File: src/rtl/enose_pkg.sv
// rtl/enose_pkg.sv - shared state encoding and result-word layout for the inference scheduler
package enose_pkg;

  typedef enum logic [2:0] {
    ST_IDLE,
    ST_START,
    ST_RUN,
    ST_COLLECT,
    ST_GAP,
    ST_ABORT
  } sched_state_t;

  localparam int RES_SEQ_LSB   = 16;
  localparam int RES_SEQ_W     = 16;
  localparam int RES_CLASS_LSB = 14;
  localparam int RES_CLASS_W   = 2;
  localparam int RES_CNT_LSB   = 0;
  localparam int RES_CNT_W     = 14;

  localparam logic [RES_CNT_W-1:0] WIN_COUNT_SAT = 14'h3FFF;

  // Win counts above the 14-bit field clamp to all-ones rather than wrapping.
  function automatic logic [31:0] pack_result(input logic [15:0] seq,
                                              input logic [1:0]  cls,
                                              input logic [15:0] cnt);
    logic [31:0]          word;
    logic [RES_CNT_W-1:0] sat;
    sat  = (cnt > {2'b00, WIN_COUNT_SAT}) ? WIN_COUNT_SAT : cnt[RES_CNT_W-1:0];
    word = '0;
    word[RES_SEQ_LSB +: RES_SEQ_W]     = seq;
    word[RES_CLASS_LSB +: RES_CLASS_W] = cls;
    word[RES_CNT_LSB +: RES_CNT_W]     = sat;
    return word;
  endfunction

endpackage

File: src/rtl/enose_res_fifo.sv
// rtl/enose_res_fifo.sv - first-word-fall-through result FIFO with occupancy count
module enose_res_fifo #(
  parameter int DEPTH = 8,
  parameter int WIDTH = 64,
  parameter int CNT_W = $clog2(DEPTH) + 1
) (
  input  logic             clk,
  input  logic             rst_n,
  input  logic             push,
  input  logic [WIDTH-1:0] wdata,
  input  logic             pop,
  output logic [WIDTH-1:0] rdata,
  output logic             valid,
  output logic             full,
  output logic [CNT_W-1:0] count
);

  localparam int AW = CNT_W - 1;

  logic [WIDTH-1:0] mem [DEPTH];
  logic [AW-1:0]    wptr;
  logic [AW-1:0]    rptr;
  logic             do_push;
  logic             do_pop;

  assign valid   = (count != '0);
  assign full    = (count == CNT_W'(DEPTH));
  assign do_push = push && !full;
  assign do_pop  = pop && valid;
  // Head is forced to zero when empty so the outputs read 0 out of reset.
  assign rdata   = valid ? mem[rptr] : '0;

  always_ff @(posedge clk) begin
    if (do_push) mem[wptr] <= wdata;
  end

  always_ff @(posedge clk or negedge rst_n) begin
    if (!rst_n) begin
      wptr  <= '0;
      rptr  <= '0;
      count <= '0;
    end else begin
      if (do_push) wptr <= wptr + 1'b1;
      if (do_pop)  rptr <= rptr + 1'b1;
      case ({do_push, do_pop})
        2'b10:   count <= count + 1'b1;
        2'b01:   count <= count - 1'b1;
        default: count <= count;
      endcase
    end
  end

endmodule

File: src/rtl/enose_infer_sched.sv
// rtl/enose_infer_sched.sv - autonomous inference-window scheduler; ENOSE_SCHED_WATCHDOG_EN adds the run watchdog
module enose_infer_sched
  import enose_pkg::*;
#(
  parameter int RES_DEPTH = 8,
  parameter int WLEN_W    = 6
) (
  input  logic              s00_axi_aclk,
  input  logic              s00_axi_aresetn,
  input  logic              cmd_go,
  input  logic              cmd_abort,
  input  logic [WLEN_W-1:0] cfg_window_len,
  input  logic [15:0]       cfg_num_windows,
  input  logic [15:0]       cfg_gap_cycles,
  input  logic [31:0]       cfg_timeout,
  output logic              core_start,
  output logic              core_reset,
  output logic [WLEN_W-1:0] core_window_len,
  input  logic              core_done,
  input  logic [1:0]        core_class,
  input  logic [15:0]       core_win_count,
  input  logic [31:0]       core_latency,
  output logic              res_valid,
  input  logic              res_ready,
  output logic [31:0]       res_data,
  output logic [31:0]       res_latency,
  output logic              busy,
  output logic              sched_done,
  output logic [15:0]       windows_done,
  output logic              err_cfg,
  output logic              err_timeout
);

  localparam int CNT_W = $clog2(RES_DEPTH) + 1;

  sched_state_t state, state_d;
  logic [15:0]  num_q, gap_q, gap_cnt, seq;
  logic [1:0]   cap_class;
  logic [15:0]  cap_count;
  logic [31:0]  cap_lat;
  logic         start_d, reset_d, done_d, push, go_ok, go_bad, capture, timeout_hit, last_win;
  logic         fifo_full;
  logic [CNT_W-1:0] fifo_count;
  logic [63:0]  fifo_rdata;

  assign busy     = (state != ST_IDLE);
  assign push     = (state == ST_COLLECT);
  assign last_win = (num_q != 16'd0) && (windows_done + 16'd1 == num_q);

  always_ff @(posedge s00_axi_aclk or negedge s00_axi_aresetn) begin
    if (!s00_axi_aresetn) state <= ST_IDLE;
    else                  state <= state_d;
  end

  // Abort overrides everything, so a core_done arriving with it is never captured.
  always_comb begin
    state_d = state;
    start_d = 1'b0;
    reset_d = 1'b0;
    done_d  = 1'b0;
    go_ok   = 1'b0;
    go_bad  = 1'b0;
    capture = 1'b0;
    if (cmd_abort) begin
      state_d = ST_ABORT;
      reset_d = 1'b1;
    end else begin
      case (state)
        ST_IDLE: if (cmd_go) begin
          if (cfg_window_len == '0) go_bad = 1'b1;
          else begin
            go_ok   = 1'b1;
            state_d = ST_START;
          end
        end
        ST_START: if (!fifo_full) begin
          start_d = 1'b1;
          state_d = ST_RUN;
        end
        ST_RUN: if (core_done) begin
          capture = 1'b1;
          state_d = ST_COLLECT;
        end else if (timeout_hit) begin
          reset_d = 1'b1;
          state_d = ST_ABORT;
        end
        ST_COLLECT: if (last_win) begin
          done_d  = 1'b1;
          state_d = ST_IDLE;
        end else if (gap_q == 16'd0) state_d = ST_START;
        else                         state_d = ST_GAP;
        ST_GAP:   if (gap_cnt == 16'd1) state_d = ST_START;
        ST_ABORT: state_d = ST_IDLE;
        default:  state_d = ST_IDLE;
      endcase
    end
  end

  always_ff @(posedge s00_axi_aclk or negedge s00_axi_aresetn) begin
    if (!s00_axi_aresetn) begin
      core_start      <= 1'b0;
      core_reset      <= 1'b0;
      sched_done      <= 1'b0;
      core_window_len <= '0;
      num_q           <= '0;
      gap_q           <= '0;
      gap_cnt         <= '0;
      seq             <= '0;
      windows_done    <= '0;
      err_cfg         <= 1'b0;
      cap_class       <= '0;
      cap_count       <= '0;
      cap_lat         <= '0;
    end else begin
      core_start <= start_d;
      core_reset <= reset_d;
      sched_done <= done_d;
      if (go_ok) begin
        core_window_len <= cfg_window_len;
        num_q           <= cfg_num_windows;
        gap_q           <= cfg_gap_cycles;
        seq             <= '0;
        windows_done    <= '0;
        err_cfg         <= 1'b0;
      end else if (go_bad) begin
        err_cfg <= 1'b1;
      end
      if (capture) begin
        cap_class <= core_class;
        cap_count <= core_win_count;
        cap_lat   <= core_latency;
      end
      if (push) begin
        seq <= seq + 16'd1;
        if (windows_done != 16'hFFFF) windows_done <= windows_done + 16'd1;
      end
      if (state == ST_COLLECT)  gap_cnt <= gap_q;
      else if (state == ST_GAP) gap_cnt <= gap_cnt - 16'd1;
    end
  end

`ifdef ENOSE_SCHED_WATCHDOG_EN
  logic [31:0] wd_cnt;
  logic [31:0] wd_next;

  // wd_next is the 1-based index of the current RUN cycle.
  assign wd_next     = wd_cnt + 32'd1;
  assign timeout_hit = (cfg_timeout != 32'd0) && (wd_next == cfg_timeout);

  always_ff @(posedge s00_axi_aclk or negedge s00_axi_aresetn) begin
    if (!s00_axi_aresetn) begin
      wd_cnt      <= '0;
      err_timeout <= 1'b0;
    end else begin
      if (start_d)              wd_cnt <= '0;
      else if (state == ST_RUN) wd_cnt <= wd_next;
      if (go_ok) err_timeout <= 1'b0;
      else if (state == ST_RUN && !cmd_abort && !core_done && timeout_hit) err_timeout <= 1'b1;
    end
  end
`else
  logic unused_timeout;
  assign unused_timeout = ^cfg_timeout;
  assign timeout_hit    = 1'b0;
  assign err_timeout    = 1'b0;
`endif

  enose_res_fifo #(
    .DEPTH (RES_DEPTH),
    .WIDTH (64),
    .CNT_W (CNT_W)
  ) u_res_fifo (
    .clk   (s00_axi_aclk),
    .rst_n (s00_axi_aresetn),
    .push  (push),
    .wdata ({pack_result(seq, cap_class, cap_count), cap_lat}),
    .pop   (res_ready),
    .rdata (fifo_rdata),
    .valid (res_valid),
    .full  (fifo_full),
    .count (fifo_count)
  );

  assign res_data    = fifo_rdata[63:32];
  assign res_latency = fifo_rdata[31:0];

endmodule
File: config.mk
export PLATFORM = sky130hd
export DESIGN_NAME = enose_infer_sched
export DESIGN_NICKNAME = d
export VERILOG_FILES = /design/src/rtl/enose_pkg.sv /design/src/rtl/enose_res_fifo.sv /design/src/rtl/enose_infer_sched.sv
export SDC_FILE = /design/constraint.sdc
export NUM_CORES = 1
export LEC_CHECK = 0
export ABC_CLOCK_PERIOD_IN_PS = 8970
export CAP_MARGIN = 20
export CORE_ASPECT_RATIO = 0.5
export CORE_UTILIZATION = 52
export DETAILED_ROUTE_END_ITERATION = 8
export HOLD_SLACK_MARGIN = 0.15
export PLACE_DENSITY = 0.75
export SYNTH_ARGS = -nofsm -noshare
export SYNTH_HDL_FRONTEND = slang
export SYNTH_HIERARCHICAL = 1
export SYNTH_SLANG_ARGS = --single-unit
File: constraint.sdc
create_clock -name s00_axi_aclk -period 8.97 [get_ports s00_axi_aclk]
set_input_delay 0.897 -clock s00_axi_aclk [delete_from_list [all_inputs] [get_ports s00_axi_aclk]]
set_output_delay 0.897 -clock s00_axi_aclk [all_outputs]
set_load 0.01 [all_outputs]
==> results_dict.tcl <==
set metrics [dict create \
    drive_gt1_share_pct 20.8 \
    timing.critical_path.required_ns 8.07 \
    cts_tree "built" \
    setup_violations 0 \
    boundaryPins 219 \
    wire_per_inst_um 22.8 \
    clockBufferDepth 3 \
    number_of_buffers_added_by_the_clock_tree_synthesis_step 56 \
    grt_setup_unrepaired "false" \
    fin_crit_sh_pct 53.3 \
    post_cts_resized 0 \
    grt_overflow_total 0 \
    drt_iter0_markers 1264 \
    drcViolationCount 0 \
    synth_net_count 1625 \
    synth_top_area_share_pct 57.1 \
    fin_area_um2 31400 \
    timing.slew.headroom_pct 28.5 \
    worst_ir_drop_vdd_uv 301 \
    postRouteWirelength_mm 54.9 \
    drv_cap 0 \
    synth_enable_flop_cells 512 \
    power_density_nw_per_um2 296 \
    dpl_worst_slack_ns 4.66 \
    worst_slew_pin_slew_ns 1.07 \
    final_hold_viol_count 0 \
    grt_first_pass_wirelength_mm 85.5 \
    synth-seq-area-share_pct 71.3 \
    grt_usage_pct 21.4 \
    cts.htree.levels 2 \
    synthCells 1490 \
    area_growth_synth_to_finish_pct 16.4 \
    critPathMaxStageDelay_ns 0.99 \
    synth_most_common_cell "sky130_fd_sc_hd__edfxtp_1" \
    p_comb_share_pct 28.3 \
    yosysUniqueCellTypes 74 \
    post_drt_via_cell_ratio 5.84 \
    cell_internal_pwr_uw 6590 \
    main_combinational_cell_family_by_area_after_synthesis "multiplexers" \
    place.port_buffers 185 \
    detailroute.via_count 14072 \
    cts.clk_slew.worst_paths_ns 0.07 \
    critical_path_class "flip-flop to output pin" \
    crit_fanout 72 \
    grt_antenna_before_repair 0 \
    post_synthesis_instance_area_um2 26900 \
    placed_standard_cell_area_um2 29400 \
    die_h_um 163 \
    synth-simple-area-share_pct 5.54 \
    power.share.sequential_pct 44.1 \
    post_cts.repair.setup_buffers 0 \
    largest_net_degree_at_the_start_of_global_routing 115 \
    sequential_cell_area_um2 19200 \
    muxShareOfSynthArea_pct 17.2 \
    post-route-min-period_ns 4.78 \
    floorplan.die.width_um 324 \
    finalWeightedCongestion 0.831 \
    synthesis.area_per_instance_um2 18.1 \
    fmax_ghz 0.209 \
    hpwl_mm 30.0 \
    yosysWarnings 6 \
    clock_insertion_delay_worst_skew_ns 0.61 \
    core-area_um2 50700 \
    worst_setup_end_kind "output pin" \
    post_synth_most_frequent_cells "sky130_fd_sc_hd__edfxtp_1, sky130_fd_sc_hd__dfrtp_1, sky130_fd_sc_hd__mux4_2, sky130_fd_sc_hd__nor2_1, sky130_fd_sc_hd__mux2_2" \
    fin_worst_skew_ns 0.0238 \
    synth_async_sr_flop_share_pct 23.0 \
    worstPathCellList "buf_4 -> mux4_2 -> mux2i_1 -> nor2_1 -> clkdlybuf4s50_1" \
    power.share.switching_pct 29.1 \
    fin_ws_ns 4.19 \
    area_share_of_fa_ha_maj_cells_after_synthesis_pct 0.418 \
    root_buffer "sky130_fd_sc_hd__clkbuf_16" \
    holdWs_ns 0.364 \
    clock_power_share_pct 27.6 \
    multi_input_gate_area_in_the_final_layout_um2 7280 \
    placementRows 58 \
    layout.nets 1806 \
    setup.worst_path.start_class "flip-flop" \
    hold_class "primary input to asynchronous set/reset pin" \
    yosysTopAreaCell "sky130_fd_sc_hd__edfxtp_1" \
    cp_slowest_cell "sky130_fd_sc_hd__dfrtp_4" \
    fill_cells 3557 \
    drt.antenna.violating_nets 0 \
    tns_ns 0 \
    antennaDiodeCount 0 \
    floorplan.initialDensity_pct 53.2 \
    leakage_uw 0.0111 \
    drt_pre_antenna_iters 5 \
    synth.ff_latch_count 665 \
    cts_sinks 665 \
    power.switching_uw 2700 \
    cts_hold_buf 0 \
    synth_area_in_compound_gates_pct 2.68 \
    yosys.area_share.xor_xnor_pct 0.975 \
    post_synth_main_area_contributors "sky130_fd_sc_hd__edfxtp_1, sky130_fd_sc_hd__dfrtp_1, sky130_fd_sc_hd__mux4_2" \
    arrival_ns 3.88 \
    die_outline_area_um2 52800 \
    synth-main-ff-cell "sky130_fd_sc_hd__edfxtp_1" \
    maxSlewViolCount 0 \
    run_status "finished, final reports clean" \
    first_global_vias 14494 \
]
cell usage in the layout (no fill, tap or decap), types with 44 or more instances in the layout:
cell	n
sky130_fd_sc_hd__clkdlybuf4s50_1	184
sky130_fd_sc_hd__edfxtp_1	512
sky130_fd_sc_hd__nand2_1	54
sky130_fd_sc_hd__mux4_2	128
sky130_fd_sc_hd__mux2i_1	71
sky130_fd_sc_hd__mux2_2	89
sky130_fd_sc_hd__nor2_1	92
sky130_fd_sc_hd__clkbuf_16	56
sky130_fd_sc_hd__o21ai_0	44
sky130_fd_sc_hd__dfrtp_1	150
layer usage:
metal | track usage, % | share of wire [%] | wire length (um)
met1 | 30.2 | 43 | 23600
met2 | 35.7 | 50 | 27600
met3 | 3.49 | 5.7 | 3110
met4 | 3.64 | 1.2 | 678
met5 | 0 | 0 | 0
stage by stage:
stage	utilization [%]	power (uW)	std cells
after floorplan	-	5790	1490
after global placement	58.1	6780	2303
after detailed placement	58.1	6830	2303
after CTS	61.9	9390	2408
after global routing	61.9	9710	2408
final	61.9	9290	2408
registers in the layout, summed over array words and instances (netlist names), 4 cells and up:
signal,flops
cap_count,16
cap_lat,32
core_window_len,6
gap_cnt,16
gap_q,16
num_q,16
seq,16
u_res_fifo/count,4
u_res_fifo/mem,512
windows_done,16
cells by family after synthesis:
| group | Yosys count |
|---|---|
| and+or+nand+nor | 290 |
| DFF | 665 |
| other | 1 |
| muxes | 290 |
| AOI/OAI and AO/OA | 112 |
| buffers and inverters | 93 |
| adders and majority gates | 9 |
| xor gates and xnor gates | 30 |
critical path: cells and delay by family, from the launching register on:
kind	cells	cell delay [ns]
buffers and inverters	2	1.48
DFF	1	0.99
muxes	2	0.44
and+or+nand+nor	1	0.22
power groups by stage:
stage                     Clock (uW)  Combinational [uW]  Sequential (uW)
final                           2560                2630             4100
after CTS                       2610                2680             4100
after floorplan                    0                1860             3930
after detailed placement           0                2660             4170
after global routing            2730                2830             4150
after global placement             0                2630             4150
worst paths after layout:
check	end	slack [ns]	startpoint	cells after the start
setup / recovery	res_data[4]	4.19	u_res_fifo/rptr[1]$_DFFE_PN0P_	5
hold / removal	num_q[14]$_DFFE_PN0P_	0.36	s00_axi_aresetn	1
setup reg to reg	u_res_fifo/mem[5][33]$_DFFE_PP_	4.72	state[1]$_DFFE_PN0P_	7
hold reg to reg	cap_count[8]$_DFFE_PN0P_	0.50	cap_count[8]$_DFFE_PN0P_	1
max in group asynchronous	u_res_fifo/rptr[2]$_DFFE_PN0P_	6.99	s00_axi_aresetn	2
min in group s00_axi_aclk	cap_count[8]$_DFFE_PN0P_	0.50	cap_count[8]$_DFFE_PN0P_	1
final cells by class:
cell class	count	share of cell area (%)
tap	690	2.75
timing repair buffer	205	6.43
clock inverter	24	1.15
sequential	665	61.3
clock buffer	81	5.05
multi-input combinational	732	23.2
inverter	11	0.132
Power figures use the tool's default switching activity.
